[src/rtl/pwm_multi_gen.sv]
// Multi-channel PWM generator: one shared period counter, per-channel comparators,
// double-buffered duties that only take effect on a period boundary.
module pwm_multi_gen #(
    parameter int unsigned CLK_FREQ = 100000000,
    parameter int unsigned PWM_FREQ = 20000,
    parameter int unsigned NUM_CH   = 4,
    parameter int unsigned DUTY_W   = 8,
    parameter int unsigned CENTER   = 0
) (
    input  logic                     clk,
    input  logic                     reset,
    input  logic [NUM_CH*DUTY_W-1:0] duty_in,
    input  logic                     duty_load,
    input  logic                     enable,
    output logic [NUM_CH-1:0]        pwm_out,
    output logic                     period_start,
    output logic                     load_ack
);

    localparam int unsigned M      = CLK_FREQ / PWM_FREQ;
    localparam int unsigned CNT_W  = $clog2(M);
    localparam int unsigned PROD_W = DUTY_W + CNT_W + 1;

    localparam logic [CNT_W-1:0] CNT_MAX = CNT_W'(M - 1);
    localparam logic [CNT_W-1:0] CNT_ONE = CNT_W'(1);

    localparam logic DIR_UP   = 1'b0;
    localparam logic DIR_DOWN = 1'b1;

    logic [CNT_W-1:0]         cnt_q, cnt_d;
    logic                     dir_q, dir_d;
    logic [NUM_CH*DUTY_W-1:0] pend_q, pend_d;
    logic [NUM_CH*DUTY_W-1:0] act_q, act_d;
    logic                     pflag_q, pflag_d;
    logic                     armed_q, armed_d;
    logic [NUM_CH-1:0]        pwm_q, pwm_d;
    logic                     ps_q;
    logic                     ack_q, ack_d;
    logic                     boundary;
    logic [NUM_CH-1:0]        hit;

    // Full-width product so the top duty code still lands strictly below M.
    function automatic logic [PROD_W-1:0] thr_of(input logic [DUTY_W-1:0] duty);
        return (PROD_W'(duty) * PROD_W'(M)) >> DUTY_W;
    endfunction

    always_comb begin
        cnt_d = cnt_q;
        dir_d = dir_q;
        if (CENTER == 0) begin
            cnt_d = (cnt_q == CNT_MAX) ? '0 : cnt_q + CNT_ONE;
        end else if (dir_q == DIR_UP) begin
            if (cnt_q == CNT_MAX) begin
                cnt_d = cnt_q - CNT_ONE;
                // With M == 2 the down ramp is empty; stay counting up.
                dir_d = (M > 2) ? DIR_DOWN : DIR_UP;
            end else begin
                cnt_d = cnt_q + CNT_ONE;
            end
        end else begin
            cnt_d = cnt_q - CNT_ONE;
            if (cnt_q == CNT_ONE) begin
                dir_d = DIR_UP;
            end
        end
    end

    assign boundary = (cnt_d == '0);

    always_comb begin
        act_d   = act_q;
        pend_d  = pend_q;
        pflag_d = pflag_q;
        ack_d   = 1'b0;
        if (duty_load && boundary) begin
            act_d   = duty_in;
            pend_d  = duty_in;
            pflag_d = 1'b0;
            ack_d   = 1'b1;
        end else if (boundary && pflag_q) begin
            act_d   = pend_q;
            pflag_d = 1'b0;
            ack_d   = 1'b1;
        end else if (duty_load) begin
            pend_d  = duty_in;
            pflag_d = 1'b1;
        end
    end

    // Disarm is immediate; arming waits for a boundary so no partial first pulse.
    always_comb begin
        armed_d = armed_q;
        if (!enable) begin
            armed_d = 1'b0;
        end else if (boundary) begin
            armed_d = 1'b1;
        end
    end

    always_comb begin
        hit = '0;
        for (int i = 0; i < int'(NUM_CH); i++) begin
            hit[i] = PROD_W'(cnt_q) < thr_of(act_q[i*DUTY_W +: DUTY_W]);
        end
        pwm_d = armed_q ? hit : '0;
    end

    always_ff @(posedge clk) begin
        if (reset) begin
            cnt_q   <= '0;
            dir_q   <= DIR_UP;
            pend_q  <= '0;
            act_q   <= '0;
            pflag_q <= 1'b0;
            armed_q <= 1'b0;
            pwm_q   <= '0;
            ps_q    <= 1'b0;
            ack_q   <= 1'b0;
        end else begin
            cnt_q   <= cnt_d;
            dir_q   <= dir_d;
            pend_q  <= pend_d;
            act_q   <= act_d;
            pflag_q <= pflag_d;
            armed_q <= armed_d;
            pwm_q   <= pwm_d;
            ps_q    <= boundary;
            ack_q   <= ack_d;
        end
    end

    assign pwm_out      = pwm_q;
    assign period_start = ps_q;
    assign load_ack     = ack_q;

endmodule

[config.mk]
export PLATFORM = sky130hd
export DESIGN_NAME = pwm_multi_gen
export DESIGN_NICKNAME = d
export VERILOG_FILES = /design/src/rtl/pwm_multi_gen.sv
export SDC_FILE = /design/constraint.sdc
export NUM_CORES = 1
export LEC_CHECK = 0
export BUFFER_PORTS_ARGS = -buffer_cell sky130_fd_sc_hd__buf_2
export CAP_MARGIN = 20
export CORE_MARGIN = 5
export CORE_UTILIZATION = 30
export CTS_CLUSTER_DIAMETER = 60
export DETAILED_ROUTE_END_ITERATION = 8
export SYNTH_ARGS = -nofsm -noshare
export SYNTH_HDL_FRONTEND = slang
export SYNTH_SLANG_ARGS = --single-unit
[constraint.sdc]
create_clock -name clk -period 7.8 [get_ports clk]
set_input_delay 0.78 -clock clk [delete_from_list [all_inputs] [get_ports clk]]
set_output_delay 0.78 -clock clk [all_outputs]
set_load 0.02 [all_outputs]
==> flow_summary.json <==
{
  "end_kind": "flip-flop",
  "tightest_slew_ns": 0.794,
  "crit_start": "act_q[26]",
  "die_w_um": 179,
  "endpoint": "pwm_out[3]",
  "place_ws_ns": 2.68,
  "yosysSeqAreaShare": 0.199,
  "initial_core_util": 0.306,
  "clock-sinks": 85,
  "p_int_mw": 0.765,
  "wl_per_cell_um": 13.5,
  "std_cell_rows": 61,
  "insertion_delay_ns": 0.35,
  "setup_violations": 0,
  "dp.cells": 1338,
  "relSlewSlack": 0.470,
  "antenna_found_initial": 0,
  "reg2reg_depth": 17,
  "tns_ns": 0,
  "syn_nets": 1223,
  "clkPwrFrac": 0.473,
  "synth_fa_ha_area_frac": 0.406,
  "p_comb_frac": 0.075,
  "coreArea_um2": 28000,
  "p_leak_nw": 4.94,
  "postSynthCellCount": 938,
  "r2r_start": "act_q[26]",
  "drc": 0,
  "synth_top_family_by_area": "adder cells",
  "root_buffer": "clkbuf_16",
  "fillCellCount": 2873,
  "fmax_mhz": 196,
  "skew_ns": 0.00925,
  "routabilityCongestion": 0.783,
  "max_stage_delay_ns": 0.56,
  "critical_path_class": "reg2reg",
  "ir_drop_uv": 95.7,
  "cp.arrival_ns": 5.31,
  "yosysTopAreaCell": "ha_1",
  "grt_pass1_vias": 6273,
  "wl_mm": 18.2,
  "instances_no_fill": 1354,
  "path_cells": "ha_1 -> ha_1 -> inv_1 -> fa_1 -> fa_1 -> fa_1 -> nor2b_1 -> o21ai_0 -> a21oi_1 -> o21ai_0 -> a211o_1 -> xor2_1 -> ha_1 -> o21ai_0 -> nor4_1 -> o311a_1 -> a2111oi_0",
  "netlist.area_leader.share": 0.294,
  "clk_pin_slew_ns": 0.07,
  "die_area_um2": 32000,
  "first_pass_iters": 5,
  "clock_path_buffers": 2,
  "grt_usage": 0.116,
  "grt_max_degree": 78,
  "rsz0062_at_grt": "no",
  "hold_viol": 0,
  "max_cap_viol_count": 0,
  "drt-initial-drc-count": 265,
  "async_flop_share": 0,
  "synth_cell_types": 51,
  "fin_crit_sh": 0.653,
  "vias": 6398,
  "total_power_mw": 1.00,
  "synthSimpleGateAreaFrac": 0.145,
  "postCtsSetupBuffers": 0,
  "hold_class": "reg2reg",
  "critPathSlowestCell": "fa_1",
  "tritoncts": "yes",
  "slew_violations": 0,
  "finalCriticalPeriod_ns": 5.09,
  "synth_compound_area_frac": 0.106,
  "setup_ws_ns": 2.71,
  "viasPerCell": 4.73,
  "die_h_um": 179,
  "cts_buffers": 9,
  "critPathRequiredTime_ns": 8.01,
  "swShare": 0.237,
  "power.sequential.fraction": 0.453,
  "antenna_left": 0,
  "cts_resized": 0,
  "crit-reg2reg-capture": "pwm_out[3]",
  "p_per_area_nw_per_um2": 106,
  "ios": 42,
  "ys_ff_latch": 85,
  "synth_area_um2": 8560,
  "p_sw_mw": 0.237,
  "port_buffers": 41,
  "dp_hpwl_mm": 14.5,
  "htree_levels": 3,
  "area_growth_pct": 10.6,
  "ys_top_cells_by_area": "ha_1 (29%), dfxtp_1 (20%), fa_1 (11%), inv_1 (5.0%), mux2i_1 (3.7%)",
  "r2r_slack_ns": 2.71,
  "cp_max_fo": 5,
  "hold_buffers": 0,
  "layout-drive-gt1-share": 0.0758,
  "fin_nets": 1256,
  "ys.flop_type": "dfxtp_1",
  "layout_commonest_cell": "ha_1",
  "grt_pass1_wl_mm": 30.2,
  "yosys.area_share.xor_xnor": 0.0419,
  "status": "completed",
  "mostFrequentLayoutCells": "ha_1 (201), inv_1 (113), dfxtp_1 (85), nor2_1 (72), nand2_1 (55)",
  "syn_area_per_cell_um2": 9.13,
  "gr-total-overflow": 0,
  "synth_mux_area_frac": 0.0387,
  "synth_warnings": 0,
  "synth_edf_count": 0,
  "start_kind": "flip-flop",
  "n_antenna_cell": 0
}
-- power by group through the flow --
stage	registers, mW	clock network, mW	logic, mW
global route	0.455	0.500	0.0858
floorplan	0.460	0	0.0553
global placement	0.463	0	0.0746
CTS	0.454	0.483	0.0766
detailed placement	0.464	0	0.0760
finish	0.454	0.473	0.0747
-- how the worst min path moves through the flow --
stage                     from          to  cells after the start
detailed placement  pend_q[25]  pend_q[25]                      2
finish                 armed_q     armed_q                      2
global placement     pend_q[1]   pend_q[1]                      2
CTS                    armed_q     armed_q                      2
global route        pend_q[25]  pend_q[25]                      2
floorplan            pend_q[0]   pend_q[0]                      2
-- cells by family after synthesis --
logic type	Yosys count
xor gates and xnor gates	41
buffers and inverters	136
AOI/OAI and AO/OA	145
muxes	33
and+or+nand+nor	249
adders and majority gates	249
DFF	85
-- routing by layer --
layer | wire [um] | part of all wire | global-route usage
met5 | 0 | 0 | 0
met4 | 130 | 0.0071 | 0.0221
met3 | 456 | 0.025 | 0.0207
met2 | 8690 | 0.48 | 0.199
met1 | 8950 | 0.49 | 0.155
-- layout make-up --
class	instances	area [um2]	area share
clock inverter	5	83.8	0.00885
timing repair buffer	45	235	0.0248
clock buffer	11	233	0.0246
inverter	113	424	0.0448
tap	378	473	0.0499
multi-input combinational	717	6320	0.667
sequential	85	1700	0.180
-- flip-flops by register name (all words and copies together), names as in the netlist --
| register | flops |
|---|---|
| armed_q | 1 |
| load_ack | 1 |
| pflag_q | 1 |
| cnt_q | 13 |
| pwm_out | 4 |
| act_q | 32 |
| period_start | 1 |
| pend_q | 32 |
-- critical path: cells and delay by family (launching register included) --
family	cells	cell delay [ns]
XOR/XNOR	1	0.16
AO/OA/AOI/OAI	7	1.72
flip-flops	1	0.47
adder cells (fa/ha/maj)	6	2.34
buffers and inverters	1	0.05
AND/OR/NAND/NOR	2	0.22
-- through the flow --
| stage | util | hold slack, ns | cell area [um2] |
|---|---|---|---|
| global route | 0.338 | 0.531 | 9470 |
| finish | 0.338 | 0.501 | 9470 |
| global placement | 0.327 | 0.473 | 9150 |
| floorplan | - | 0.460 | 8560 |
| detailed placement | 0.327 | 0.496 | 9150 |
| CTS | 0.338 | 0.507 | 9470 |
-- Yosys cell counts (all sizes together) (2+ instances only) --
cell type / instances
a41o: 4
ha: 201
a21oi: 33
xnor2: 21
nor4: 15
o31ai: 7
fa: 48
o21ai: 50
clkbuf: 16
or3: 4
nor2: 72
nand4: 4
o21bai: 3
a31oi: 8
o311ai: 2
a211oi: 3
o311a: 2
nor3: 17
a211o: 2
and4: 4
buf: 7
o41ai: 2
o221a: 3
a21boi: 2
a21o: 18
or4: 5
nor2b: 9
xor2: 20
a2111oi: 2
or2: 7
and2: 4
nand2b: 33
inv: 113
nand2: 55
mux2i: 32
nand3: 18
dfxtp: 85
Power figures use the tool's default switching activity.
